**src/rtl/arb_muxn_pkg.sv**
```systemverilog
// Shared arbitration-mode constants and width helpers for parametrised datapath blocks.
package arb_muxn_pkg;

  localparam int ARB_FIXED = 0;
  localparam int ARB_RR    = 1;

  function automatic int clog2(input int value);
    int r;
    r = 0;
    for (int v = value - 1; v > 0; v = v >> 1) r++;
    return r;
  endfunction

  // Channel-index width; never zero so a single channel still has a legal select bus.
  function automatic int sel_width(input int n);
    return (clog2(n) < 1) ? 1 : clog2(n);
  endfunction

endpackage

```
**src/rtl/arb_muxn_rr_arbiter.sv**
```systemverilog
// Combinational arbiter: one-hot grant plus its index from requests and the rotation pointer.
// Latency: zero cycles, purely combinational.
// Backpressure: enable=0 forces grant to zero; grant_idx still reports the would-be winner.
module rr_arbiter
  import arb_muxn_pkg::*;
#(
  parameter int N    = 4,
  parameter int MODE = ARB_FIXED,
  localparam int SELW = sel_width(N)
) (
  input  logic [N-1:0]    req,
  input  logic [SELW-1:0] ptr,
  input  logic            enable,
  output logic [N-1:0]    grant,
  output logic [SELW-1:0] grant_idx
);

  logic found;
  int   idx;

  // Search order starts at ptr in round-robin mode, at 0 otherwise; first hit wins.
  always_comb begin
    grant     = '0;
    grant_idx = '0;
    found     = 1'b0;
    idx       = 0;
    for (int k = 0; k < N; k++) begin
      idx = (MODE == ARB_RR) ? int'(ptr) + k : k;
      if (idx >= N) idx = idx - N;
      if (!found && req[idx]) begin
        found     = 1'b1;
        grant_idx = SELW'(idx);
      end
    end
    if (found && enable) grant[grant_idx] = 1'b1;
  end

endmodule

```
**src/rtl/arb_muxn.sv**
```systemverilog
// N-channel arbitrating mux with a one-entry registered output stage.
// Latency: 1 cycle from accepted input to out_valid; 1 word/cycle under continuous out_ready.
// Backpressure: while out_valid && !out_ready all in_ready are 0 and output/pointer are frozen.
module arb_muxn
  import arb_muxn_pkg::*;
#(
  parameter int WIDTH = 32,
  parameter int N     = 4,
  parameter int MODE  = ARB_FIXED,
  localparam int SELW = sel_width(N)
) (
  input  logic                 clk,
  input  logic                 reset,
  input  logic [N*WIDTH-1:0]   in_data,
  input  logic [N-1:0]         in_valid,
  output logic [N-1:0]         in_ready,
  output logic [WIDTH-1:0]     out_data,
  output logic [SELW-1:0]      out_sel,
  output logic                 out_valid,
  input  logic                 out_ready
);

  logic [SELW-1:0]  ptr;
  logic [N-1:0]     grant;
  logic [SELW-1:0]  grant_idx;
  logic             load_en;
  logic             xfer;
  logic [WIDTH-1:0] sel_data;

  assign load_en = !out_valid || out_ready;

  rr_arbiter #(
    .N    (N),
    .MODE (MODE)
  ) u_arb (
    .req       (in_valid),
    .ptr       (ptr),
    .enable    (load_en && !reset),
    .grant     (grant),
    .grant_idx (grant_idx)
  );

  // Grant is only ever raised on a valid channel, so any grant bit is a transfer.
  assign in_ready = grant;
  assign xfer     = |grant;

  always_comb begin
    sel_data = '0;
    for (int i = 0; i < N; i++) begin
      sel_data = sel_data | (in_data[i*WIDTH +: WIDTH] & {WIDTH{grant[i]}});
    end
  end

  always_ff @(posedge clk) begin
    if (reset) begin
      out_valid <= 1'b0;
      out_data  <= '0;
      out_sel   <= '0;
      ptr       <= '0;
    end else begin
      if (xfer) begin
        out_valid <= 1'b1;
        out_data  <= sel_data;
        out_sel   <= grant_idx;
        if (MODE == ARB_RR) begin
          ptr <= (grant_idx == SELW'(N - 1)) ? '0 : grant_idx + 1'b1;
        end
      end else if (out_ready) begin
        out_valid <= 1'b0;
      end
    end
  end

endmodule

```
**config.mk**
```make
export PLATFORM = sky130hd
export DESIGN_NAME = arb_muxn
export DESIGN_NICKNAME = d
export VERILOG_FILES = /design/src/rtl/arb_muxn_pkg.sv /design/src/rtl/arb_muxn_rr_arbiter.sv /design/src/rtl/arb_muxn.sv
export SDC_FILE = /design/constraint.sdc
export NUM_CORES = 1
export LEC_CHECK = 0
export CAP_MARGIN = 20
export CORE_MARGIN = 2
export CORE_UTILIZATION = 33
export CTS_BUF_LIST = sky130_fd_sc_hd__clkbuf_16
export CTS_CLUSTER_SIZE = 25
export DETAILED_ROUTE_END_ITERATION = 8
export PLACE_DENSITY = 0.81
export SETUP_SLACK_MARGIN = 0.05
export SYNTH_ARGS = -nofsm -noshare
export SYNTH_HDL_FRONTEND = slang
export SYNTH_SLANG_ARGS = --single-unit
```
**constraint.sdc**
```tcl
create_clock -name clk -period 1.9 [get_ports clk]
set_input_delay 0.285 -clock clk [delete_from_list [all_inputs] [get_ports clk]]
set_output_delay 0.285 -clock clk [all_outputs]
set_load 0.1 [all_outputs]
```
# After elaboration in Yosys (flattened, before gate mapping)
# Cells that the tools add are included.
# op_classes
n_lt_le_gt_ge	2
bitwise_logic	7
n_mux	12
reduce_logical	14
# ops
operator	n
$and A32 B32 Y32	4
$or A32 B32 Y32	3
$mux W1	8
$logic_and A1 B1 Y1	6
$logic_not A1 Y1	5
$mux W2	2
$mux W4	1
$reduce_or A4 Y1	1
$lt A2 B3 Y1 const B	1
$demux W1 S2	1
$ge A2 B1 Y1 const B	1
$reduce_bool A2 Y1	1
$logic_or A1 B1 Y1	1
# word_totals
inputBits	135
regBits	35
elab_cells	38
out_inout_bits	39

# Depth between registers and ports, before layout
# logic_depth
word_depth	19
ltp_mapped	6

# Cells and area by module
# From an unflattened synthesis, not the netlist that was laid out.
# unflattened
hier_cells	211
area_unflattened_um2	2372.3
# modules_own_cells
module	area_each_um2	instances	cells_per_inst
arb_muxn	2282.2	1	202
rr_arbiter	90.1	1	9

# Least setup slack after synthesis
# OpenSTA, ideal clock, no wires.
# synth_path
path_type	reg2out
startpoint	register out_valid
endpoint	output port in_ready[0]
required_time_ns	1.615
slack_ns	-0.544
arrival_ns	2.159
path_stages_with_launch	6
path_cell_list	dfxtp_1 > nand2b_1 > clkbuf_1 > buf_2 > buf_2 > and3_1
# synth_via
elab_chain_cells	5
# synth_lines
item	line	source
start, declared	arb_muxn.sv:19	output logic out_valid,
start signal, assigned	arb_muxn.sv:56	out_valid <= 1'b0;
start signal, assigned	arb_muxn.sv:62	out_valid <= 1'b1;
start signal, assigned	arb_muxn.sv:69	out_valid <= 1'b0;
$logic_not A1 Y1	arb_muxn.sv:30	assign load_en = !out_valid || out_ready;
$logic_or A1 B1 Y1	arb_muxn.sv:30	
$logic_and A1 B1 Y1	arb_muxn.sv:38	.enable (load_en && !reset),
$logic_and A1 B1 Y1	arb_muxn_rr_arbiter.sv:35	if (found && enable) grant[grant_idx] = 1'b1;
$mux W4	arb_muxn_rr_arbiter.sv:35	
end, declared	arb_muxn.sv:16	output logic [N-1:0] in_ready,
# No other way between the ends.

# Final worst setup path
# layout_path
startpoint	input port in_valid[3]
endpoint	output port in_ready[3]
# layout_via
elab_chain_cells	7
# layout_lines
item	line	source
start, declared	arb_muxn.sv:15	input logic [N-1:0] in_valid,
$logic_and A1 B1 Y1 *	arb_muxn_rr_arbiter.sv:30	if (!found && req[idx]) begin
$mux W2	arb_muxn_rr_arbiter.sv:30	
$lt A2 B3 Y1 (not written as such) or $ge A2 B1 Y1 (tied branches)	arb_muxn_rr_arbiter.sv:35	
$logic_and A1 B1 Y1 (not written as such)	arb_muxn_rr_arbiter.sv:35	
$mux W1 (not written as such)	arb_muxn_rr_arbiter.sv:35	
$demux W1 S2	n/a	
$mux W4 *	arb_muxn_rr_arbiter.sv:35	
# Every way passes the cells marked *; elsewhere a longest branch is shown, timed or not.

==> parameters.txt <==
Parameter                              Value

Route
  Count of antenna-violating nets left after detailed routing    0
  DR DRC count    0
  Final WL    8.83 mm
  Total iterations of the first detailed-routing run    6
  Vias per cell    6.11
  Routed wirelength normalized by instance count    18.6 µm
  Number of vias in the routed layout    2901
  Drt initial violations    246

Placed design
  Placed Area    between 3000 and 4000 µm²
  Half-perimeter wire length after placement    6.65 mm
  Port bufs    173
  Total placed cells including tap cells    466
  Final estimated routing congestion in global placement    a little under 0.8

Global route
  Number of antenna violations at the first check in global routing    0
  Wire length of the first global-routing pass    13.7 mm
  Maximum number of pins on one net before global-route repair    35
  Vias in the first global route    2811
  GRT Resource Usage Total    a little under a quarter
  Total overflow reported by the global router    0

CTS
  Number of CTS-inserted buffers    5
  Number of buffers on the longest clock path    2
  Number of H-tree levels    2
  Clock transition at the register clock pins on the worst setup and hold paths after CTS    0.05 ns
  Total number of clock tree sinks    35
  Clock latency on the worst-skew pair    between 0.2 and 0.3 ns
  Clock root cell    clkbuf_16
  Clock tree from TritonCTS    done
  Post-CTS Hold Fix Bufs    0

STA
  WHS    0.544 ns
  Final hold violation count    0
  Final Setup Violations    0
  Setup repair after global routing missed its margin    no
  Clock Skews    0.00677 ns
  Number of max-slew violations in the final report    0
  Maximum clock frequency    560 MHz
  Post-route clock period utilization    94.0%
  Worst Max-Slew Pin Slew    around 0.41 ns
  Fin crit period    1.79 ns
  Headroom to the max-slew limit    72.7%

Worst setup path
  Worst r2r dst    out_data[31]
  Worst Path Arrival    1.50 ns
  Data required time at the worst endpoint    1.62 ns
  Worst reg-to-reg path cell count    4
  Crit path from    in_valid[3]
  Sort of element at the end of the critical path    primary output
  Critical Setup Path Class    in2out
  Worst R2R Start    out_valid
  Kind of start point of the critical path    primary input
  Slack of the worst reg-to-reg path    0.54 ns
  Maximum fanout encountered on the critical timing path    3

Power
  Leak    1.50 nW
  Power density cells    ~710 nW/µm²
  Maximum ir drop on the vdd rail    0.652 mV

Final layout
  Syn-to-layout area delta    92.1%
  Number of nets in the finished design    between 500 and 600
  Share of cells above drive strength 1    21.6%
  Number of antenna repair diodes    0
  Core occupancy in the finished layout    64.8%
  Number of standard cells in the final layout excluding fillers    475
  Post-route cell area    between 4000 and 5000 µm²

Die
  Number of placement rows    29
  Die extent in x    between 80 and 90 µm
  Std-Cell Core Area    6310 µm²
  Boundary Pins    174
  Floorplan die area    around 7100 µm²
  Starting density of the core    33.7%
  Vertical die dimension    84.4 µm

Yosys
  Count of synthesis-stage warnings from yosys    0
  Share of the synthesized area in the top cell type    ~33%
  Syn Nets    364
  Instance count of the mapped netlist    229
  Avg Synthesized Cell Area    around 9.3 µm²
  Number of register bits inferred by synthesis    35
  Netlist area before placement    2130 µm²
  Ranking of synthesized cells by area    dfxtp_1 33%, a222oi_1 15%, a311oi_1 13%
  Library cells used by synthesis    26
  Sequential element share of the synthesized area    approximately 33%
  Largest area contributor in the synthesized netlist    dfxtp_1

Worst hold path
  Hold path start    out_data[4]
  WHS Path Cells    2
  Class of the worst hold path    reg2reg
  Hold Path End    out_data[4]

Run status
  Status    finished clean

Job
  Number of max-cap violations    0
## worst max-delay path: stages
cell             delay (ns)
clkdlybuf4s50_1        0.51
nor4b_4                0.28
and3_2                 0.25
buf_12                 0.17
## registers in the layout, indices dropped and copies added, names as in the netlist
register and flops:
out_data 32, out_valid 1, out_sel 2
## Yosys cell counts
cell and count:
a311oi_1 32, buf_2 13, nand2b_1 1, and3_1 4, a222oi_1 31, nor3b_4 1, clkbuf_1 19, a21oi_1 2
buf_8 3, inv_2 1, a2111o_1 1, nand4_1 31, nand3b_1 1, buf_6 5, inv_1 1, nor2b_1 2
a2111oi_0 1, o221a_1 2, nor3_1 3, nand2_1 2, nor4b_4 1, nor2_1 3, nor4_2 1, dfxtp_1 35
a31oi_1 32, or4_1 1
## cell type report
cell class	instances	area [µm²]
Timing Repair Buffer	201	1920
Clock buffer	5	125
Inverter	2	7.51
Sequential cell	35	702
Multi-Input combinational cell	152	1200
Clock inverter	3	38.8
Tap cell	77	96.3
Fill cell	526	2220
## how the worst max path moves through the flow
stage             endpoint  slack [ns]  cells past startpoint
3_5_place_dp   out_data[0]       -0.15                      5
4_1_cts        in_ready[3]        0.12                      4
6_report       in_ready[3]        0.11                      4
5_1_grt        in_ready[3]        0.06                      4
2_1_floorplan  in_ready[0]       -0.04                      5
3_3_place_gp   out_data[3]       -0.04                      5
## placed cells by master, fill, tap and decap left out, types with 2 or more instances in the layout
cell type        instances
nand2_1                  2
and3_2                   4
dlygate4sd2_1            3
buf_12                   6
o221a_1                  2
clkdlybuf4s50_1        131
nand4_1                 31
buf_4                   59
nor2_1                   3
clkbuf_16                5
buf_6                    2
a31oi_1                 32
nor3_1                   2
a21oi_1                  2
a222oi_1                31
a311oi_1                32
dfxtp_1                 34
## kinds of logic (layout without fill, tap and decap cells)
| group | count (synthesis) | count (layout) | share of synthesized area [%] |
|---|---|---|---|
| flops | 35 | 35 | 32.9 |
| compound gates | 101 | 101 | 39.6 |
| simple gates | 51 | 51 | 16.0 |
| buf+inv | 42 | 211 | 11.5 |
## timing repair
item,in CTS,in global routing
setup buffers,1,0
endpoints found under the setup margin,4,1
pin swaps,1,0
gates resized for setup,4,1
## per-stage QoR
stage | setup WS (ns) | setup TNS, ns | power, W
detailed placement | -0.147 | -2.48 | 0.00203
global route | 0.0609 | 0 | 0.00303
global placement | -0.0445 | -0.486 | 0.00201
finish | 0.114 | 0 | 0.00292
CTS | 0.119 | 0 | 0.00293
floorplan | -0.0408 | -0.159 | 0.00155
## metal layers
metal	share of wire [%]	vias to the layer above	GRT usage [%]
li1	-	1362	-
met1	38	1374	28.1
met2	51	153	41.3
met3	8.8	12	5.80
met4	1.8	0	7.07
met5	0	-	0
## report_power, final
group | total, W | internal, W | leakage [nW] | switching [W]
registers | 0.000830 | 0.000796 | 0.290 | 0.0000348
clock network | 0.000908 | 0.000611 | 0.0812 | 0.000297
logic | 0.00119 | 0.000467 | 1.13 | 0.000719
total | 0.00292 | 0.00187 | 1.50 | 0.00105
Power figures use the tool's default switching activity.
